`config.mk`:
```
export PLATFORM = sky130hd
export DESIGN_NAME = mem_pipe_reg
export DESIGN_NICKNAME = d
export VERILOG_FILES = /design/src/rtl/mem_pipe_reg.sv
export SDC_FILE = /design/constraint.sdc
export NUM_CORES = 1
export LEC_CHECK = 0
export ABC_AREA = 1
export CORE_MARGIN = 2
export CORE_UTILIZATION = 40
export CTS_CLUSTER_SIZE = 12
export DETAILED_ROUTE_END_ITERATION = 10
export PLACE_DENSITY = 0.82
export SLEW_MARGIN = 0
export SYNTH_ARGS = -nofsm -noshare
export SYNTH_HDL_FRONTEND = slang
export SYNTH_SLANG_ARGS = --single-unit
```
`constraint.sdc`:
```
create_clock -name clk -period 1.54 [get_ports clk]
set_input_delay 0.231 -clock clk [delete_from_list [all_inputs] [get_ports clk]]
set_output_delay 0.231 -clock clk [all_outputs]
set_load 0.005 [all_outputs]
```
`src/rtl/mem_pipe_reg.sv`:
```
// MEM-stage pipeline register between EXE and WB.
// Latches EXE results behind a valid/allowin handshake and issues one data-memory
// request per instruction. Loads stay in MEM for DMEM_LAT cycles. A flush committed
// in WB kills the held instruction. The block also exports forwarding and
// load-use hazard status to ID.
module mem_pipe_reg #(
    parameter int DMEM_LAT = 1
) (
    input  logic        clk,
    input  logic        rst,
    input  logic        exe_to_mem_valid,
    input  logic        wb_allowin,
    input  logic        flush,
    input  logic [31:0] pc_in,
    input  logic [31:0] alu_res_in,
    input  logic [31:0] rt_in,
    input  logic [4:0]  rdc_in,
    input  logic [4:0]  cp0_rdc_in,
    input  logic [4:0]  ex_code_in,
    input  logic [1:0]  rd_mux_sel_in,
    input  logic        dmem_we_in,
    input  logic        rf_we_in,
    input  logic        lw_instr_in,
    input  logic        mfc0_instr_in,
    input  logic        ex_in,
    input  logic        cp0_we_in,
    input  logic        eret_flush_in,
    input  logic        branch_delay_in,
    output logic        mem_allowin,
    output logic        mem_to_wb_valid,
    output logic [31:0] pc,
    output logic [31:0] alu_res,
    output logic [31:0] rt,
    output logic [4:0]  rdc,
    output logic [4:0]  cp0_rdc,
    output logic [4:0]  ex_code,
    output logic [1:0]  rd_mux_sel,
    output logic        rf_we,
    output logic        lw_instr,
    output logic        mfc0_instr,
    output logic        ex,
    output logic        cp0_we,
    output logic        eret_flush,
    output logic        branch_delay,
    output logic        dmem_req,
    output logic        dmem_wr,
    output logic        mem_bypass_valid,
    output logic        mem_load_block
);

    // The counter only needs to reach DMEM_LAT-1. Keep at least one bit so the
    // design stays legal when DMEM_LAT is 1.
    localparam int CNT_W = (DMEM_LAT > 1) ? $clog2(DMEM_LAT) : 1;
    localparam logic [CNT_W-1:0] CNT_LAST = CNT_W'(DMEM_LAT - 1);
    localparam logic [CNT_W-1:0] CNT_ONE  = CNT_W'(1);
    localparam logic [CNT_W-1:0] CNT_ZERO = CNT_W'(0);

    logic             mem_valid_r;
    logic [CNT_W-1:0] wait_cnt_r;
    logic             req_done_r;
    logic             dmem_we_r;
    logic             ready_go_s;

    // Handshake, memory strobe and hazard status, derived from the held instruction.
    always_comb begin
        ready_go_s       = 1'b1;
        mem_allowin      = 1'b0;
        mem_to_wb_valid  = 1'b0;
        dmem_req         = 1'b0;
        dmem_wr          = 1'b0;
        mem_bypass_valid = 1'b0;
        mem_load_block   = 1'b0;
        if (lw_instr) begin
            ready_go_s = (wait_cnt_r == CNT_LAST);
        end else begin
            ready_go_s = 1'b1;
        end
        mem_allowin     = !mem_valid_r || (ready_go_s && wb_allowin);
        mem_to_wb_valid = mem_valid_r && ready_go_s && !flush;
        // An instruction that is already excepting, or that is being flushed,
        // must not reach memory. req_done_r prevents a stalled access from
        // being issued a second time.
        dmem_req = mem_valid_r && !req_done_r && !ex && !eret_flush && !flush &&
                   (lw_instr || dmem_we_r);
        dmem_wr  = dmem_req && dmem_we_r;
        // A load or mfc0 result is not available until WB, so it cannot be forwarded.
        mem_bypass_valid = mem_valid_r && rf_we && (rdc != 5'd0) && !lw_instr && !mfc0_instr;
        mem_load_block   = mem_valid_r && rf_we && (lw_instr || mfc0_instr);
    end

    // Stage state: valid flag, load wait counter, request-issued flag and latched fields.
    always_ff @(posedge clk) begin
        if (rst) begin
            mem_valid_r  <= 1'b0;
            wait_cnt_r   <= CNT_ZERO;
            req_done_r   <= 1'b0;
            dmem_we_r    <= 1'b0;
            pc           <= 32'h0000_0000;
            alu_res      <= 32'h0000_0000;
            rt           <= 32'h0000_0000;
            rdc          <= 5'd0;
            cp0_rdc      <= 5'd0;
            ex_code      <= 5'd0;
            rd_mux_sel   <= 2'd0;
            rf_we        <= 1'b0;
            lw_instr     <= 1'b0;
            mfc0_instr   <= 1'b0;
            ex           <= 1'b0;
            cp0_we       <= 1'b0;
            eret_flush   <= 1'b0;
            branch_delay <= 1'b0;
        end else if (flush) begin
            // Flush takes priority over an incoming instruction. EXE is killed
            // by the same signal, so dropping the incoming instruction is correct.
            mem_valid_r <= 1'b0;
            wait_cnt_r  <= CNT_ZERO;
            req_done_r  <= 1'b0;
        end else if (mem_allowin) begin
            mem_valid_r <= exe_to_mem_valid;
            if (exe_to_mem_valid) begin
                wait_cnt_r   <= CNT_ZERO;
                req_done_r   <= 1'b0;
                dmem_we_r    <= dmem_we_in;
                pc           <= pc_in;
                alu_res      <= alu_res_in;
                rt           <= rt_in;
                rdc          <= rdc_in;
                cp0_rdc      <= cp0_rdc_in;
                ex_code      <= ex_code_in;
                rd_mux_sel   <= rd_mux_sel_in;
                rf_we        <= rf_we_in;
                lw_instr     <= lw_instr_in;
                mfc0_instr   <= mfc0_instr_in;
                ex           <= ex_in;
                cp0_we       <= cp0_we_in;
                eret_flush   <= eret_flush_in;
                branch_delay <= branch_delay_in;
            end else begin
                wait_cnt_r <= wait_cnt_r;
            end
        end else if (mem_valid_r) begin
            // Stalled in MEM: age the load and record that the access was issued.
            if (lw_instr && (wait_cnt_r != CNT_LAST)) begin
                wait_cnt_r <= wait_cnt_r + CNT_ONE;
            end else begin
                wait_cnt_r <= wait_cnt_r;
            end
            if (dmem_req) begin
                req_done_r <= 1'b1;
            end else begin
                req_done_r <= req_done_r;
            end
        end else begin
            mem_valid_r <= mem_valid_r;
        end
    end

endmodule
```
==> metrics.yaml, run 1 <==
sta:
  min_period_ns: 1.50
  setup_ws_ns: 0.0389
  fin_skew_ns: 0.00654
  fmax_mhz: 666
  hold_viol: 0
  max_slew_margin_pct: 70.7
  setup_viol: 0
  worst_slew_pin_slew_ns: 0.440
  drv_slew: 0
  fin_crit_sh_pct: 97.5
worst_hold_path:
  whs_path_depth: 5
  hold_class: "input port to flop"
  worst_hold_path.endpoint: "rt[5]"
  hp-start: "rt_in[5]"
placed_design:
  numPortBuffers: 251
  gp_congestion: 0.795
  pre_cts_ws_ns: -0.241
  place_area_um2: 8770
  hpwl_um: 11800
floorplan:
  ios: 252
  die_x_um: 124
  core_um2: 14000
  row_count: 43
  die_area_um2: 15400
  start_util_pct: 41.3
  die_height_um: 124
grt:
  grt.total_usage_pct: 21.1
  grt_pass1_wl_um: 25600
  grt_antenna_before_repair: 0
  grt_start_max_net_pins: 52
  grt_overflow_total: 0
  grt_pass1_vias: 5470
worst_setup_path:
  r2r_start: "lw_instr"
  cp.required_ns: 1.31
  setup.worst_path.end_class: "output pin"
  cpMaxStageDelayCell: "clkdlybuf4s50_1"
  r2r_slack_ns: 0.12
  path_class: "flop to output pin"
  worstPathMaxFanout: 3
  cp_cell_sequence: "clkdlybuf4s50_1"
  worstPathArrival_ns: 1.27
  critPathLaunchType: "flop"
  slowest_delay_ns: 0.52
  reg2reg_depth: 8
  cp_top_family: "buffers and inverters"
  path_buf_inv: 1
  worstReg2RegEnd: "ex_code[1]"
yosys:
  synth-edff-count: 0
  yosysSeqAreaShare_pct: 43.0
  synth_ff_type: "dfxtp_1"
  synth_common_cells: "nand2_1, inv_1, nor2_1"
  yosysWarnings: 0
  ys_types: 17
  syn_area_um2: 5770
  syn_nets: 959
  synthArstFlopShare_pct: 0
  synth_seq_cells: 124
  synth_top_area_share_pct: 43.0
  synth.area.top_cells: "dfxtp_1, nand3_1, nand2_1"
  synthesis.instances: 833
  postSynthAreaPerCell_um2: 6.93
  post-synth-top-area-cell: "dfxtp_1"
  synth.most_common_cell: "nand2_1"
clock_network:
  cts_tree: "done"
  clock-root-buffer: "clkbuf_16"
  clk_latency_ns: 0.41
  ctsHoldBuffers: 0
  clockBufferDepth: 2
  cts.sinks: 124
  cts_made_buffers: 17
  htreeDepth: 4
  cts.clk_slew.worst_paths_ns: 0.06
finish:
  fin_area_um2: 9520
  diodes: 0
  nFillCells: 1130
  nNetsFinal: 1214
  drive_gt1_share_pct: 14.3
  syn2layout_area_growth_pct: 64.9
power_and_ir_drop:
  switching_share_pct: 23.5
  p_seq_share_pct: 38.0
  p_sw_mw: 2.21
  p_int_mw: 7.18
  comb_power_share_pct: 18.0
  cellPowerDensity_nw_per_um2: 987
  clock_power_share_pct: 44.1
  power.leakage_nw: 5.06
  total_power_mw: 9.39
  peakVddDrop_v: 0.000753
run:
  maxCapViolCount: 0
routing:
  vias: 6043
  drt_pass1_iterations: 7
  wl_per_cell_um: 13.2
  wirelength_um: 16900
  drt_iter0_drc: 266
  ant_nets: 0
  drcViolationCount: 0
  via_per_inst: 4.72
outcome:
  outcome: "finished, final reports clean"
==> repair_timing <==
| action | CTS | global route |
|---|---|---|
| setup buffers | 4 | 0 |
| pin swaps | 4 | 4 |
| gates resized for setup | 42 | 55 |
| endpoints found under the setup margin | 22 | 50 |
==> cell usage in the layout, fill, tap and decap left out <==
cell type / instances
nor2_2: 1
nand2_4: 1
nor2_1: 127
clkbuf_16: 17
bufinv_16: 3
clkbuf_8: 5
dfxtp_4: 2
dlygate4sd2_1: 14
a21oi_2: 50
inv_1: 126
nor2_4: 2
clkbuf_2: 3
clkdlybuf4s50_1: 188
dlymetal6s2s_1: 44
nor3_2: 1
buf_12: 21
nand2_2: 3
inv_2: 3
clkinv_2: 3
nand4_1: 1
clkinvlp_4: 1
dfxtp_2: 9
a21oi_1: 72
buf_2: 2
buf_4: 30
a21boi_0: 1
clkbuf_1: 3
nand3_1: 122
nand2_1: 132
dfxtp_1: 113
==> metrics by stage <==
step	utilization (%)	hold WS (ns)	instances	TNS, ns
floorplan	-	0.407	833	0
global placement	62.7	0.434	1245	-11.54
detailed placement	62.7	0.455	1245	-14.92
CTS	67.3	0.435	1280	-0.0365
global route	68.0	0.451	1280	-0.0161
finish	68.0	0.453	1280	0
==> flip-flops by register name, summed over array words and instances, names as in the netlist, 2 cells and up <==
signal	cells
rt	32
cp0_rdc	5
pc	32
ex_code	5
rdc	5
rd_mux_sel	2
alu_res	32
==> layout make-up <==
type / count / area, um2 / area share (%)
timing repair buffer: 302 / 3230 / 33.9
sequential: 124 / 2500 / 26.3
multi-input combinational: 513 / 2460 / 25.9
clock buffer: 25 / 505 / 5.31
inverter: 130 / 489 / 5.14
tap: 180 / 225 / 2.37
clock inverter: 6 / 108 / 1.13
==> power groups by stage <==
stage | Combinational (mW) | Sequential [mW] | Clock (mW)
2_1_floorplan | 0.692 | 3.64 | 0
3_3_place_gp | 1.68 | 3.62 | 0
3_5_place_dp | 1.70 | 3.63 | 0
4_1_cts | 1.72 | 3.57 | 4.21
5_1_grt | 1.85 | 3.59 | 4.36
6_report | 1.69 | 3.57 | 4.14
==> kinds of logic after synthesis <==
family	share of synthesized area [%]
and+or+nand+nor	28.2
buffers and inverters	14.8
DFF	43.0
AOI/OAI and AO/OA	14.0
==> per-layer routing <==
| layer | vias to the layer above | global-route usage [%] | share of wire, % |
|---|---|---|---|
| met5 | - | 0 | 0 |
| met4 | 0 | 7.51 | 2.0 |
| met3 | 25 | 8.75 | 9.3 |
| met2 | 203 | 36.3 | 48 |
| met1 | 2718 | 23.3 | 41 |
| li1 | 3097 | - | - |
==> how the worst max path moves through the flow <==
stage	from	to	slack [ns]	depth (start not counted)
after floorplan	lw_instr	cp0_rdc[0]	0.29	8
after global placement	flush	dmem_wr	-0.22	7
after detailed placement	flush	dmem_wr	-0.24	7
after CTS	req_done_r	dmem_wr	-0.04	6
after global routing	ex	dmem_wr	-0.02	6
final	eret_flush	eret_flush	0.04	1
(Power assumes the default switching activity.)
==> run 2: changes to the inputs <==
SLEW_MARGIN = 20   (was 0)
==> results of run 2 <==
Same layout as run 1: the final DEF is identical, and so are final timing and power.
